[src/rtl/rdclk_fifo_if.sv]
// Bus bundle for rdclk_fifo: write/read requests from the master, data and status from the FIFO.
interface rdclk_fifo_if #(
  parameter int WIDTH  = 8,
  parameter int ADDR_W = 2
);
  logic              wr_en;
  logic [WIDTH-1:0]  wr_data;
  logic              rd_en;
  logic [WIDTH-1:0]  rd_data;
  logic              rd_valid;
  logic              full;
  logic              empty;
  logic [ADDR_W:0]   count;
  logic              ovf;
  logic              udf;

  modport master (
    output wr_en, wr_data, rd_en,
    input  rd_data, rd_valid, full, empty, count, ovf, udf
  );

  modport slave (
    input  wr_en, wr_data, rd_en,
    output rd_data, rd_valid, full, empty, count, ovf, udf
  );
endinterface

[src/rtl/rdclk_fifo.sv]
// Single-clock FIFO with registered read data, one-cycle read-valid pulse and sticky overflow/underflow flags.
module rdclk_fifo #(
  parameter int WIDTH  = 8,
  parameter int ADDR_W = 2
) (
  input  logic         rdclk,
  input  logic         rst_n,
  rdclk_fifo_if.slave  bus
);
  localparam int DEPTH = 2 ** ADDR_W;

  logic [WIDTH-1:0]  mem [DEPTH];
  logic [ADDR_W:0]   wr_ptr_q, wr_ptr_d;
  logic [ADDR_W:0]   rd_ptr_q, rd_ptr_d;
  logic [WIDTH-1:0]  rd_data_q, rd_data_d;
  logic              rd_valid_q, rd_valid_d;
  logic              ovf_q, ovf_d;
  logic              udf_q, udf_d;

  logic              full;
  logic              empty;
  logic              wr_acc;
  logic              rd_acc;

  // Extra pointer MSB distinguishes full (MSBs differ) from empty (pointers equal).
  assign empty  = (wr_ptr_q == rd_ptr_q);
  assign full   = (wr_ptr_q[ADDR_W] != rd_ptr_q[ADDR_W]) &&
                  (wr_ptr_q[ADDR_W-1:0] == rd_ptr_q[ADDR_W-1:0]);
  assign wr_acc = bus.wr_en && !full;
  assign rd_acc = bus.rd_en && !empty;

  always_comb begin
    wr_ptr_d   = wr_ptr_q;
    rd_ptr_d   = rd_ptr_q;
    rd_data_d  = rd_data_q;
    rd_valid_d = rd_acc;
    ovf_d      = ovf_q || (bus.wr_en && full);
    udf_d      = udf_q || (bus.rd_en && empty);
    if (wr_acc) wr_ptr_d = wr_ptr_q + 1'b1;
    if (rd_acc) begin
      rd_ptr_d  = rd_ptr_q + 1'b1;
      rd_data_d = mem[rd_ptr_q[ADDR_W-1:0]];
    end
  end

  always_ff @(posedge rdclk or negedge rst_n) begin
    if (!rst_n) begin
      wr_ptr_q   <= '0;
      rd_ptr_q   <= '0;
      rd_data_q  <= '0;
      rd_valid_q <= 1'b0;
      ovf_q      <= 1'b0;
      udf_q      <= 1'b0;
    end else begin
      wr_ptr_q   <= wr_ptr_d;
      rd_ptr_q   <= rd_ptr_d;
      rd_data_q  <= rd_data_d;
      rd_valid_q <= rd_valid_d;
      ovf_q      <= ovf_d;
      udf_q      <= udf_d;
    end
  end

  // Storage is deliberately unreset; gating on rst_n drops a write that coincides with reset.
  always_ff @(posedge rdclk) begin
    if (wr_acc && rst_n) mem[wr_ptr_q[ADDR_W-1:0]] <= bus.wr_data;
  end

  assign bus.rd_data  = rd_data_q;
  assign bus.rd_valid = rd_valid_q;
  assign bus.full     = full;
  assign bus.empty    = empty;
  assign bus.count    = wr_ptr_q - rd_ptr_q;
  assign bus.ovf      = ovf_q;
  assign bus.udf      = udf_q;
endmodule

[src/flat_wrapper.sv]
// flat-port wrapper written by rule: the top's interface ports become plain ports
module rdclk_fifo_flat 
#(
  parameter int WIDTH  = 8,
  parameter int ADDR_W = 2
)
  (rdclk, rst_n, bus_wr_en, bus_wr_data, bus_rd_en, bus_rd_data, bus_rd_valid, bus_full, bus_empty, bus_count, bus_ovf, bus_udf);
  rdclk_fifo_if #(.WIDTH(WIDTH), .ADDR_W(ADDR_W)) bus_i ();
  input  logic rdclk;
  input  logic rst_n;
  input wire logic [$bits(bus_i.wr_en)-1:0] bus_wr_en;
  input wire logic [$bits(bus_i.wr_data)-1:0] bus_wr_data;
  input wire logic [$bits(bus_i.rd_en)-1:0] bus_rd_en;
  output wire logic [$bits(bus_i.rd_data)-1:0] bus_rd_data;
  output wire logic [$bits(bus_i.rd_valid)-1:0] bus_rd_valid;
  output wire logic [$bits(bus_i.full)-1:0] bus_full;
  output wire logic [$bits(bus_i.empty)-1:0] bus_empty;
  output wire logic [$bits(bus_i.count)-1:0] bus_count;
  output wire logic [$bits(bus_i.ovf)-1:0] bus_ovf;
  output wire logic [$bits(bus_i.udf)-1:0] bus_udf;
  assign bus_i.wr_en = bus_wr_en;
  assign bus_i.wr_data = bus_wr_data;
  assign bus_i.rd_en = bus_rd_en;
  assign bus_rd_data = bus_i.rd_data;
  assign bus_rd_valid = bus_i.rd_valid;
  assign bus_full = bus_i.full;
  assign bus_empty = bus_i.empty;
  assign bus_count = bus_i.count;
  assign bus_ovf = bus_i.ovf;
  assign bus_udf = bus_i.udf;
  rdclk_fifo #(.WIDTH(WIDTH), .ADDR_W(ADDR_W)) u_core (.rdclk(rdclk), .rst_n(rst_n), .bus(bus_i));
endmodule
[config.mk]
export PLATFORM = sky130hd
export DESIGN_NAME = rdclk_fifo_flat
export DESIGN_NICKNAME = d
export VERILOG_FILES = /design/src/rtl/rdclk_fifo_if.sv /design/src/rtl/rdclk_fifo.sv /design/src/flat_wrapper.sv
export SDC_FILE = /design/constraint.sdc
export NUM_CORES = 1
export LEC_CHECK = 0
export CORE_MARGIN = 2
export CORE_UTILIZATION = 53
export DETAILED_ROUTE_END_ITERATION = 16
export PLACE_DENSITY = 0.78
export SLEW_MARGIN = 0
export SYNTH_ARGS = -nofsm -noshare
export SYNTH_HDL_FRONTEND = slang
export SYNTH_SLANG_ARGS = --single-unit
[constraint.sdc]
create_clock -name rdclk -period 2.63 [get_ports rdclk]
set_clock_uncertainty 0.05 [all_clocks]
set_input_delay 0.526 -clock rdclk [delete_from_list [all_inputs] [get_ports rdclk]]
set_output_delay 0.526 -clock rdclk [all_outputs]
set_load 0.01 [all_outputs]
==> impl_metrics.py, run 1 <==
metrics = {
    "placed_design": {
        "place_inst": 182,
        "port-buffer-count": 27,
        "dp_slack_ns": 0.208,
        "globalplace.congestion": 0.719,
        "place_area_sq_um": 2350,
        "dpl.hpwl_mm": 2.26,
    },
    "outcome": {
        "status": "complete, no violations",
    },
    "layout": {
        "layout_common_cells": "edfxtp_1, clkdlybuf4s50_1, dfrtp_1",
        "fin_cells": 192,
        "nFillCells": 248,
        "area_delta_synth_final_pct": 21.9,
        "diodes": 0,
        "drive_above_1_share": 0.208,
        "layout_commonest_cell": "edfxtp_1",
        "fin_util": 0.670,
        "final_cell_area_sq_um": 2450,
        "final_nets": 163,
    },
    "setup_path": {
        "crit_type": "reg -> out",
        "cp.arrival_ns": 1.93,
        "reg2reg_depth": 5,
        "worstPathRequired_ns": 2.05,
        "crit_path_max_fanout": 4,
        "worstSetupEndpointType": "primary output",
        "reg2reg_slack_ns": 0.30,
        "start_kind": "register",
    },
    "min_path": {
        "hold_class": "reg -> reg",
        "hold_depth": 1,
    },
    "cts": {
        "cts-root-buf": "clkbuf_8",
        "clk_pin_slew_ns": 0.08,
        "cts_made_buffers": 5,
        "clock_latency_ns": 0.29,
        "htree_num_levels": 2,
        "holdBufCountCts": 0,
        "clockBufferDepth": 2,
        "clock_sinks": 49,
        "cts_tree": "built",
    },
    "sta": {
        "setup_violations": 0,
        "setup_tns_ns": 0,
        "hold_violations": 0,
        "finalCritPeriodShare": 0.952,
        "timing_worst_slew_pin_value_ns": 0.467,
        "slew_headroom": 0.688,
        "timing.fmax_ghz": 0.399,
        "rsz0062_at_grt": "no",
        "fin_crit_ns": 2.50,
        "fin_ws_ns": 0.125,
        "finalMaxSlewViolations": 0,
    },
    "global_routing": {
        "grtUsageTotal": 0.184,
        "grt_pass1_vias": 1057,
        "grt_pass1_wl_mm": 5.51,
        "grt_max_degree": 15,
        "gr-total-overflow": 0,
        "antenna_found_initial": 0,
    },
    "floorplan": {
        "die-area_sq_um": 4300,
        "start_util": 0.549,
        "core_sq_um": 3660,
        "die_x_um": 65.6,
        "pin_count": 28,
        "rows": 22,
        "dieHeight_um": 65.6,
    },
    "logic_synthesis": {
        "avgSynthCellArea_sq_um": 19.0,
        "synth_area_sq_um": 2010,
        "ys_types": 23,
        "yosys_warnings": 0,
        "synth_fp_nets": 126,
        "synth_seq_cells": 49,
        "syn_inst": 106,
        "synth_seq_area_share": 0.689,
    },
    "power_and_ir_drop": {
        "clkPwrFrac": 0.143,
        "power.leakage_nw": 0.960,
        "combPwrFrac": 0.464,
        "switching_share": 0.318,
        "p_per_area_nw_per_um2": 1180,
        "p_int_mw": 1.98,
        "switchingPower_uw": 919,
        "ir_worst_vdd_v": 0.000466,
        "seq_power_share": 0.394,
    },
    "run": {
        "cap_violations": 0,
    },
    "detailed_routing": {
        "ant_nets": 0,
        "totalWireLength_mm": 3.28,
        "post_drt_wl_per_cell_um": 17.1,
        "first_iter_violations": 15,
        "drc_errors": 0,
        "drtPass1Iterations": 4,
        "via_per_inst": 5.27,
        "via_count": 1011,
    },
}
-- cells by family after synthesis --
kind of cell    count (synthesis)  share of synthesized area
compound gates                  6                     0.0199
xor+xnor                        7                     0.0342
fa+ha+maj                       8                     0.0535
buf+inv                         9                     0.0193
flops                          49                      0.689
mux                            18                      0.161
simple gates                    9                     0.0230
-- critical path: stages, from the launching register on --
cell and delay (ns):
dfrtp_1 0.36, inv_1 0.10, ha_1 0.34, nand2_1 0.12, nor2_1 0.15, clkdlybuf4s50_1 0.56
-- synthesized netlist by cell type (all sizes together) --
| cell | number | area [sq um] |
|---|---|---|
| xor2 | 2 | 25.0 |
| o211ai | 1 | 7.51 |
| o21ai | 1 | 5.00 |
| a21oi | 1 | 5.00 |
| a21boi | 1 | 7.51 |
| dfrtp | 17 | 425 |
| nand2 | 2 | 7.51 |
| mux2 | 10 | 143 |
| ha | 7 | 87.6 |
| nor2 | 2 | 7.51 |
| xnor2 | 5 | 43.8 |
| inv | 6 | 22.5 |
| a21o | 2 | 15.0 |
| clkbuf | 2 | 8.75 |
| and2 | 1 | 6.26 |
| fa | 1 | 20.0 |
| buf | 1 | 7.51 |
| edfxtp | 32 | 961 |
| mux4 | 8 | 180 |
| and3 | 4 | 25.0 |
-- through the flow --
stage | hold slack, ns | power [mW]
after floorplan | 0.180 | 1.95
after global placement | 0.390 | 2.47
after detailed placement | 0.394 | 2.51
after CTS | 0.413 | 2.91
after global routing | 0.431 | 3.09
final | 0.409 | 2.90
-- layer usage --
layer	global-route usage	up-vias	routed length, um
met5	0	-	0
met2	0.309	24	1690
met3	0.0514	6	123
met4	0.0625	0	49
met1	0.230	512	1420
li1	-	469	-
-- registers in the layout, summed over array words and instances (netlist names) --
signal	cells
u_core.bus.rd_data	8
u_core.wr_ptr_q	3
u_core.mem	32
u_core.bus.rd_valid	1
u_core.bus.ovf	1
u_core.bus.udf	1
u_core.rd_ptr_q	3
-- worst paths after layout --
check	startpoint	end
max	u_core.wr_ptr_q[0]	bus_full
min	u_core.bus.udf	u_core.bus.udf
max reg2reg	u_core.wr_ptr_q[0]	u_core.mem[0][0]
min reg2reg	u_core.bus.udf	u_core.bus.udf
max in group asynchronous	rst_n	u_core.bus.rd_data[0]
min in group asynchronous	rst_n	u_core.bus.ovf
-- layout make-up --
class | count | area, sq um | share of cell area
Clock inverter | 1 | 3.75 | 0.00153
Inverter | 6 | 22.5 | 0.00919
Timing Repair Buffer | 33 | 317 | 0.129
Clock buffer | 7 | 76.3 | 0.0311
Multi-Input combinational cell | 48 | 586 | 0.239
Sequential cell | 49 | 1390 | 0.566
Tap cell | 48 | 60.1 | 0.0245
-- power by group through the flow --
stage / registers, mW / logic (mW) / clock network, mW
after global placement: 1.15 / 1.32 / 0
after CTS: 1.14 / 1.35 / 0.421
final: 1.14 / 1.34 / 0.413
after global routing: 1.16 / 1.48 / 0.455
after detailed placement: 1.16 / 1.35 / 0
after floorplan: 1.18 / 0.775 / 0
-- what timing repair did --
item / in CTS / in global routing
buffers inserted: 1 / 1
resized for setup: 1 / 1
endpoints found under the setup margin: 2 / 1
gates cloned: 0 / 0
(Power assumes the default switching activity.)
==> run 2: changes to the inputs <==
--- a/config.mk
+++ b/config.mk
@@ -5,8 +5,10 @@
 export SDC_FILE = /design/constraint.sdc
 export NUM_CORES = 1
 export LEC_CHECK = 0
+export CORE_ASPECT_RATIO = 1.4
 export CORE_MARGIN = 2
 export CORE_UTILIZATION = 53
+export CTS_BUF_LIST = sky130_fd_sc_hd__clkbuf_8 sky130_fd_sc_hd__clkbuf_16
 export DETAILED_ROUTE_END_ITERATION = 16
 export PLACE_DENSITY = 0.78
 export SLEW_MARGIN = 0
==> impl_metrics.py, run 2 (synthesis results as in run 1) <==
metrics = {
    "floorplan": {
        "pin_count": 28,
        "rows": 26,
        "dieHeight_um": 76.9,
        "core_sq_um": 3640,
        "die-area_sq_um": 4310,
        "start_util": 0.552,
        "die_x_um": 56.1,
    },
    "setup_path": {
        "worstSetupEndpointType": "primary output",
        "rr_startpoint": "u_core.wr_ptr_q[0]",
        "slowest_stage": "clkdlybuf4s50_1",
        "start_kind": "register",
        "crit_type": "reg -> out",
        "cp.arrival_ns": 1.89,
        "critPathMaxStageDelay_ns": 0.57,
        "worstPathRequired_ns": 2.05,
        "crit_path_max_fanout": 4,
        "cp_cell_sequence": "inv_1 -> ha_1 -> nand2_1 -> nor2_1 -> clkdlybuf4s50_1",
        "worstSetupStartpoint": "u_core.wr_ptr_q[0]",
    },
    "cts": {
        "cts_tree": "built",
        "clk_pin_slew_ns": 0.09,
        "clock_latency_ns": 0.30,
        "clock_sinks": 49,
        "cts-root-buf": "clkbuf_8",
        "cts_made_buffers": 5,
        "htree_num_levels": 2,
        "clockBufferDepth": 2,
    },
    "sta": {
        "timing.fmax_ghz": 0.406,
        "finalMaxSlewViolations": 0,
        "rsz0062_at_grt": "no",
        "hold_violations": 0,
        "finalCritPeriodShare": 0.937,
        "setup_tns_ns": 0,
        "fin_crit_ns": 2.46,
        "setup_violations": 0,
        "slew_headroom": 0.689,
        "timing_worst_slew_pin_value_ns": 0.467,
    },
    "layout": {
        "final_cell_area_sq_um": 2450,
        "diodes": 0,
        "nFillCells": 263,
        "layout_commonest_cell": "edfxtp_1",
        "drive_above_1_share": 0.224,
        "final_nets": 162,
        "area_delta_synth_final_pct": 21.7,
        "largest_register_ffs": 32,
        "layout_common_cells": "edfxtp_1, clkdlybuf4s50_1, dfrtp_1",
    },
    "detailed_routing": {
        "post_drt_wl_per_cell_um": 17.3,
        "first_iter_violations": 37,
        "via_count": 1012,
        "ant_nets": 0,
        "via_per_inst": 5.47,
        "drc_errors": 0,
        "totalWireLength_mm": 3.20,
        "drtPass1Iterations": 4,
    },
    "power_and_ir_drop": {
        "power.leakage_nw": 0.960,
        "p_per_area_nw_per_um2": 1180,
        "ir_worst_vdd_v": 0.000861,
    },
    "global_routing": {
        "grt_pass1_vias": 1069,
        "antenna_found_initial": 0,
        "grt_max_degree": 18,
        "grtUsageTotal": 0.162,
        "gr-total-overflow": 0,
        "grt_pass1_wl_mm": 5.02,
    },
    "placed_design": {
        "place_area_sq_um": 2350,
        "dpl.hpwl_mm": 2.28,
        "globalplace.congestion": 0.737,
        "port-buffer-count": 27,
    },
    "min_path": {
        "hold_class": "reg -> reg",
        "min_from": "u_core.bus.udf",
    },
    "outcome": {
        "status": "complete, no violations",
    },
    "run": {
        "cap_violations": 0,
    },
}
[run 2: layout make-up]
type                       count  area, sq um  share of cell area
multi-input combinational     48          586               0.239
timing repair buffer          32          309               0.126
clock buffer                   5         68.8              0.0281
inverter                       6         22.5             0.00921
tap                           42         52.6              0.0215
clock inverter                 3         21.3             0.00870
sequential                    49         1390               0.567
[run 2: critical path, delay by kind of cell (launching register included)]
family	cells	cell delay (ns)
fa+ha+maj	1	0.32
buf+inv	2	0.66
flops	1	0.35
simple gates	2	0.26
[run 2: power by group]
| group | internal (mW) | total [mW] | switching [mW] | leakage, nW |
|---|---|---|---|---|
| Clock | 0.189 | 0.437 | 0.248 | 0.0445 |
| Sequential | 1.03 | 1.14 | 0.111 | 0.485 |
| Combinational | 0.754 | 1.31 | 0.558 | 0.431 |
| Total | 1.97 | 2.88 | 0.917 | 0.960 |
[run 2: repair_timing]
action,in CTS,in global routing
gates cloned,0,0
hold endpoints to repair,0,0
resized for setup,1,1
endpoints found under the setup margin,2,1
setup buffers,1,0
hold buffers,0,0
[run 2: per-layer routing]
metal / GRT usage / up-vias / routed length, um
li1: - / 461 / -
met1: 0.162 / 516 / 1190
met2: 0.295 / 29 / 1800
met3: 0.0556 / 6 / 157
met4: 0.0714 / 0 / 48
met5: 0 / - / 0
[run 2: path summary, 6_finish.rpt]
path                                    endpoint  slack [ns]  cells after the start
max                                     bus_full        0.17                      5
min                               u_core.bus.udf        0.42                      1
max in group asynchronous  u_core.bus.rd_data[1]        1.70                      2
min in group asynchronous     u_core.rd_ptr_q[2]        0.63                      2
min reg2reg                       u_core.bus.udf        0.42                      1
max reg2reg                     u_core.mem[2][1]        0.39                      5
[run 2: metrics by stage]
stage                     instances  hold slack (ns)  utilization  worst slack [ns]  power [mW]
after floorplan                 106            0.180            -             0.365        1.95
after global placement          176            0.388        0.644             0.258        2.46
after detailed placement        176            0.400        0.644             0.188        2.50
after CTS                       185            0.421        0.671            0.0236        2.92
after global routing            185            0.437        0.671            0.0917        3.06
final                           185            0.416        0.671             0.166        2.88
==> edit: new RTL, flow settings as in run 1 <==
`WIDTH` is set to 8 in 3 places; all go to 6.
--- a/src/rtl/rdclk_fifo_if.sv
+++ b/src/rtl/rdclk_fifo_if.sv
@@ -1,6 +1,6 @@
 // Bus bundle for rdclk_fifo: write/read requests from the master, data and status from the FIFO.
 interface rdclk_fifo_if #(
-  parameter int WIDTH  = 8,
+  parameter int WIDTH  = 6,
   parameter int ADDR_W = 2
 );
   logic              wr_en;
--- a/src/rtl/rdclk_fifo.sv
+++ b/src/rtl/rdclk_fifo.sv
@@ -1,6 +1,6 @@
 // Single-clock FIFO with registered read data, one-cycle read-valid pulse and sticky overflow/underflow flags.
 module rdclk_fifo #(
-  parameter int WIDTH  = 8,
+  parameter int WIDTH  = 6,
   parameter int ADDR_W = 2
 ) (
   input  logic         rdclk,
--- a/src/flat_wrapper.sv
+++ b/src/flat_wrapper.sv
@@ -1,7 +1,7 @@
 // flat-port wrapper written by rule: the top's interface ports become plain ports
 module rdclk_fifo_flat 
 #(
-  parameter int WIDTH  = 8,
+  parameter int WIDTH  = 6,
   parameter int ADDR_W = 2
 )
   (rdclk, rst_n, bus_wr_en, bus_wr_data, bus_rd_en, bus_rd_data, bus_rd_valid, bus_full, bus_empty, bus_count, bus_ovf, bus_udf);
Interface: changed (resized bus_rd_data and bus_wr_data); port bits go from 28 to 24. The function was not compared with the original's and may differ.
==> edit against run 1 <==
Area after synthesis decreased by 19%; highest routed layer unchanged; final area is 18% lower; sequential cell count fell by 10; synthesized cell count shrank 14%; setup slack got worse by 14 ps; final cell count shrank 18%; global-route usage is 0.13 points lower; non-clock buffer count down 6; register-to-register slack gained 300 ps; routed wire length fell by 20%; critical path type unchanged; largest power group unchanged; power down 14%.
==> edit: results (changes against run 1) <==
Timing
  • Worst-case headroom to the max-slew limit: 75.5% (+6.6 points)
  • Crit path time final: 2520 ps (+13.8 ps)
  • Minimum hold slack: 365 ps (-44.3 ps)

Synth
  • Synth unique cells: 21 (-8.7%)
  • Share of flip-flops with an asynchronous set or reset: 38.5% (+3.8 points)
  • Biggest area contributors in the synthesized netlist: sky130_fd_sc_hd__edfxtp_1, sky130_fd_sc_hd__dfrtp_1, sky130_fd_sc_hd__mux4_2
  • Number of enable flip-flop cells after synthesis: 24 (-25%)
  • Share of synthesized area occupied by flip-flops and latches: 67.2% (-1.7 points)
  • Number of instances in the synthesized netlist: 91 (-14%)
  • Net count of the mapped netlist: 109 (-13%)
  • Post-synth top cells: sky130_fd_sc_hd__edfxtp_1, sky130_fd_sc_hd__dfrtp_1, sky130_fd_sc_hd__mux2_2

CTS
  • Cell chosen for the clock root: sky130_fd_sc_hd__clkbuf_4
  • Clock transition at the register clock pins on the worst setup and hold paths after CTS: 110 ps (+30 ps)
  • Clock insertion delay at the later pin of the skew report: 340 ps (+50 ps)

Place
  • # port buffers: 23 (-15%)
  • Pre-CTS worst setup slack: 300 ps (+92.1 ps)
  • Final weighted congestion in routability-driven placement: 0.754 (+4.9%)
  • HPWL after detailed placement: 1.89 mm (-17%)
  • Instance count after placement with tap cells included: 148 (-19%)
  • Post-placement cell area: 1920 um^2 (-19%)

GRT
  • GR Util All Layers: 18.3% (-0.13 points)
  • Largest net degree at the start of global routing: 13 (-2)
  • GRT met3 Usage: 6.77% (+1.6 points)
  • Wire length of the first global-routing pass: 4.35 mm (-21%)
  • Met1 track demand over resource: 20.9% (-2.1 points)
  • Vias in the first global route: 902 (-15%)
  • Met2 Resource Use GR: 29.8% (-1.0 points)

Finish
  • Final #Nets: 141 (-13%)
  • Share of layout cells above drive strength 1: 26.6% (+5.8 points)
  • Antenna diode instance count: 0 (unchanged)
  • Flip-flop count of the largest register, all copies and words added: 24 (-25%)
  • Fillers: 208 (-16%)

Setup path
  • Internal reg-to-reg setup slack: 600 ps (+300 ps)

Pwr
  • Pleak: 0.793 nW (-17%)
  • Maximum vdd ir drop: 499 uV (+7.0%)

Drt
  • Metal2 WL: 1.42 mm (-16%)
  • Met3 Wirelength: 144 um (+17%)
  • Final wirelength: 2.62 mm (-20%)
  • Routed wire length per instance: 16.7 um (-2.3%)
  • Via-to-Cell Ratio: 5.38 (+2.1%)
  • Initial DRC count: 23 (+8)
  • Met1 wire length: 1.02 mm (-29%)

Status
  • Result of the run: finished clean

Min path
  • Kind of path behind the tightest hold check: in -> async
## edit: cell count changes in the layout (fill, tap and decap cells not counted), sizes merged
cell,run 1,this run
mux2,10,8
clkbuf,7,6
dfrtp,17,15
clkdlybuf4s50,25,21
mux4,8,6
edfxtp,32,24
buf,6,4
bufinv,0,1
## edit: cell type report
type / instances / area, um^2 / share of cell area, %
Sequential cell: 39 / 1100 / 54.3
Inverter: 6 / 22.5 / 1.12
Timing Repair Buffer: 27 / 262 / 13.0
Clock buffer: 6 / 51.3 / 2.54
Multi-Input combinational cell: 44 / 510 / 25.3
Clock inverter: 2 / 35.0 / 1.74
Tap cell: 33 / 41.3 / 2.05
## edit: power by group
group	switching, mW	total (mW)	internal [mW]
registers	0.101	0.921	0.821
logic	0.524	1.15	0.626
clock network	0.191	0.415	0.225
## edit: cells by family after synthesis
| group | synth area share (%) |
|---|---|
| flops | 67.2 |
| fa+ha+maj | 6.60 |
| buf+inv | 1.92 |
| compound gates | 3.38 |
| mux | 13.8 |
| simple gates | 2.84 |
| xor+xnor | 4.22 |
## edit: timing repair
action	in CTS	in global routing
buffers inserted	0	1
gates resized for setup	2	4
endpoints found under the setup margin	3	3
## edit: path summary, 6_finish.rpt
check	to
worst max-delay path	bus_empty
worst min-delay path	u_core.wr_ptr_q[0]$_DFFE_PN0P_
worst max register to register	u_core.mem[0][2]$_DFFE_PP_
worst min register to register	u_core.bus.udf$_DFF_PN0_
max in group asynchronous	u_core.bus.rd_data[5]$_DFFE_PN0P_
min in group rdclk	u_core.bus.udf$_DFF_PN0_
## edit: per-stage QoR
stage / TNS (ps) / utilization [%]
2_1_floorplan: 0 / -
3_3_place_gp: 0 / 64.3
3_5_place_dp: 0 / 64.3
4_1_cts: 0 / 67.2
5_1_grt: -4.89 / 67.8
6_report: 0 / 67.8
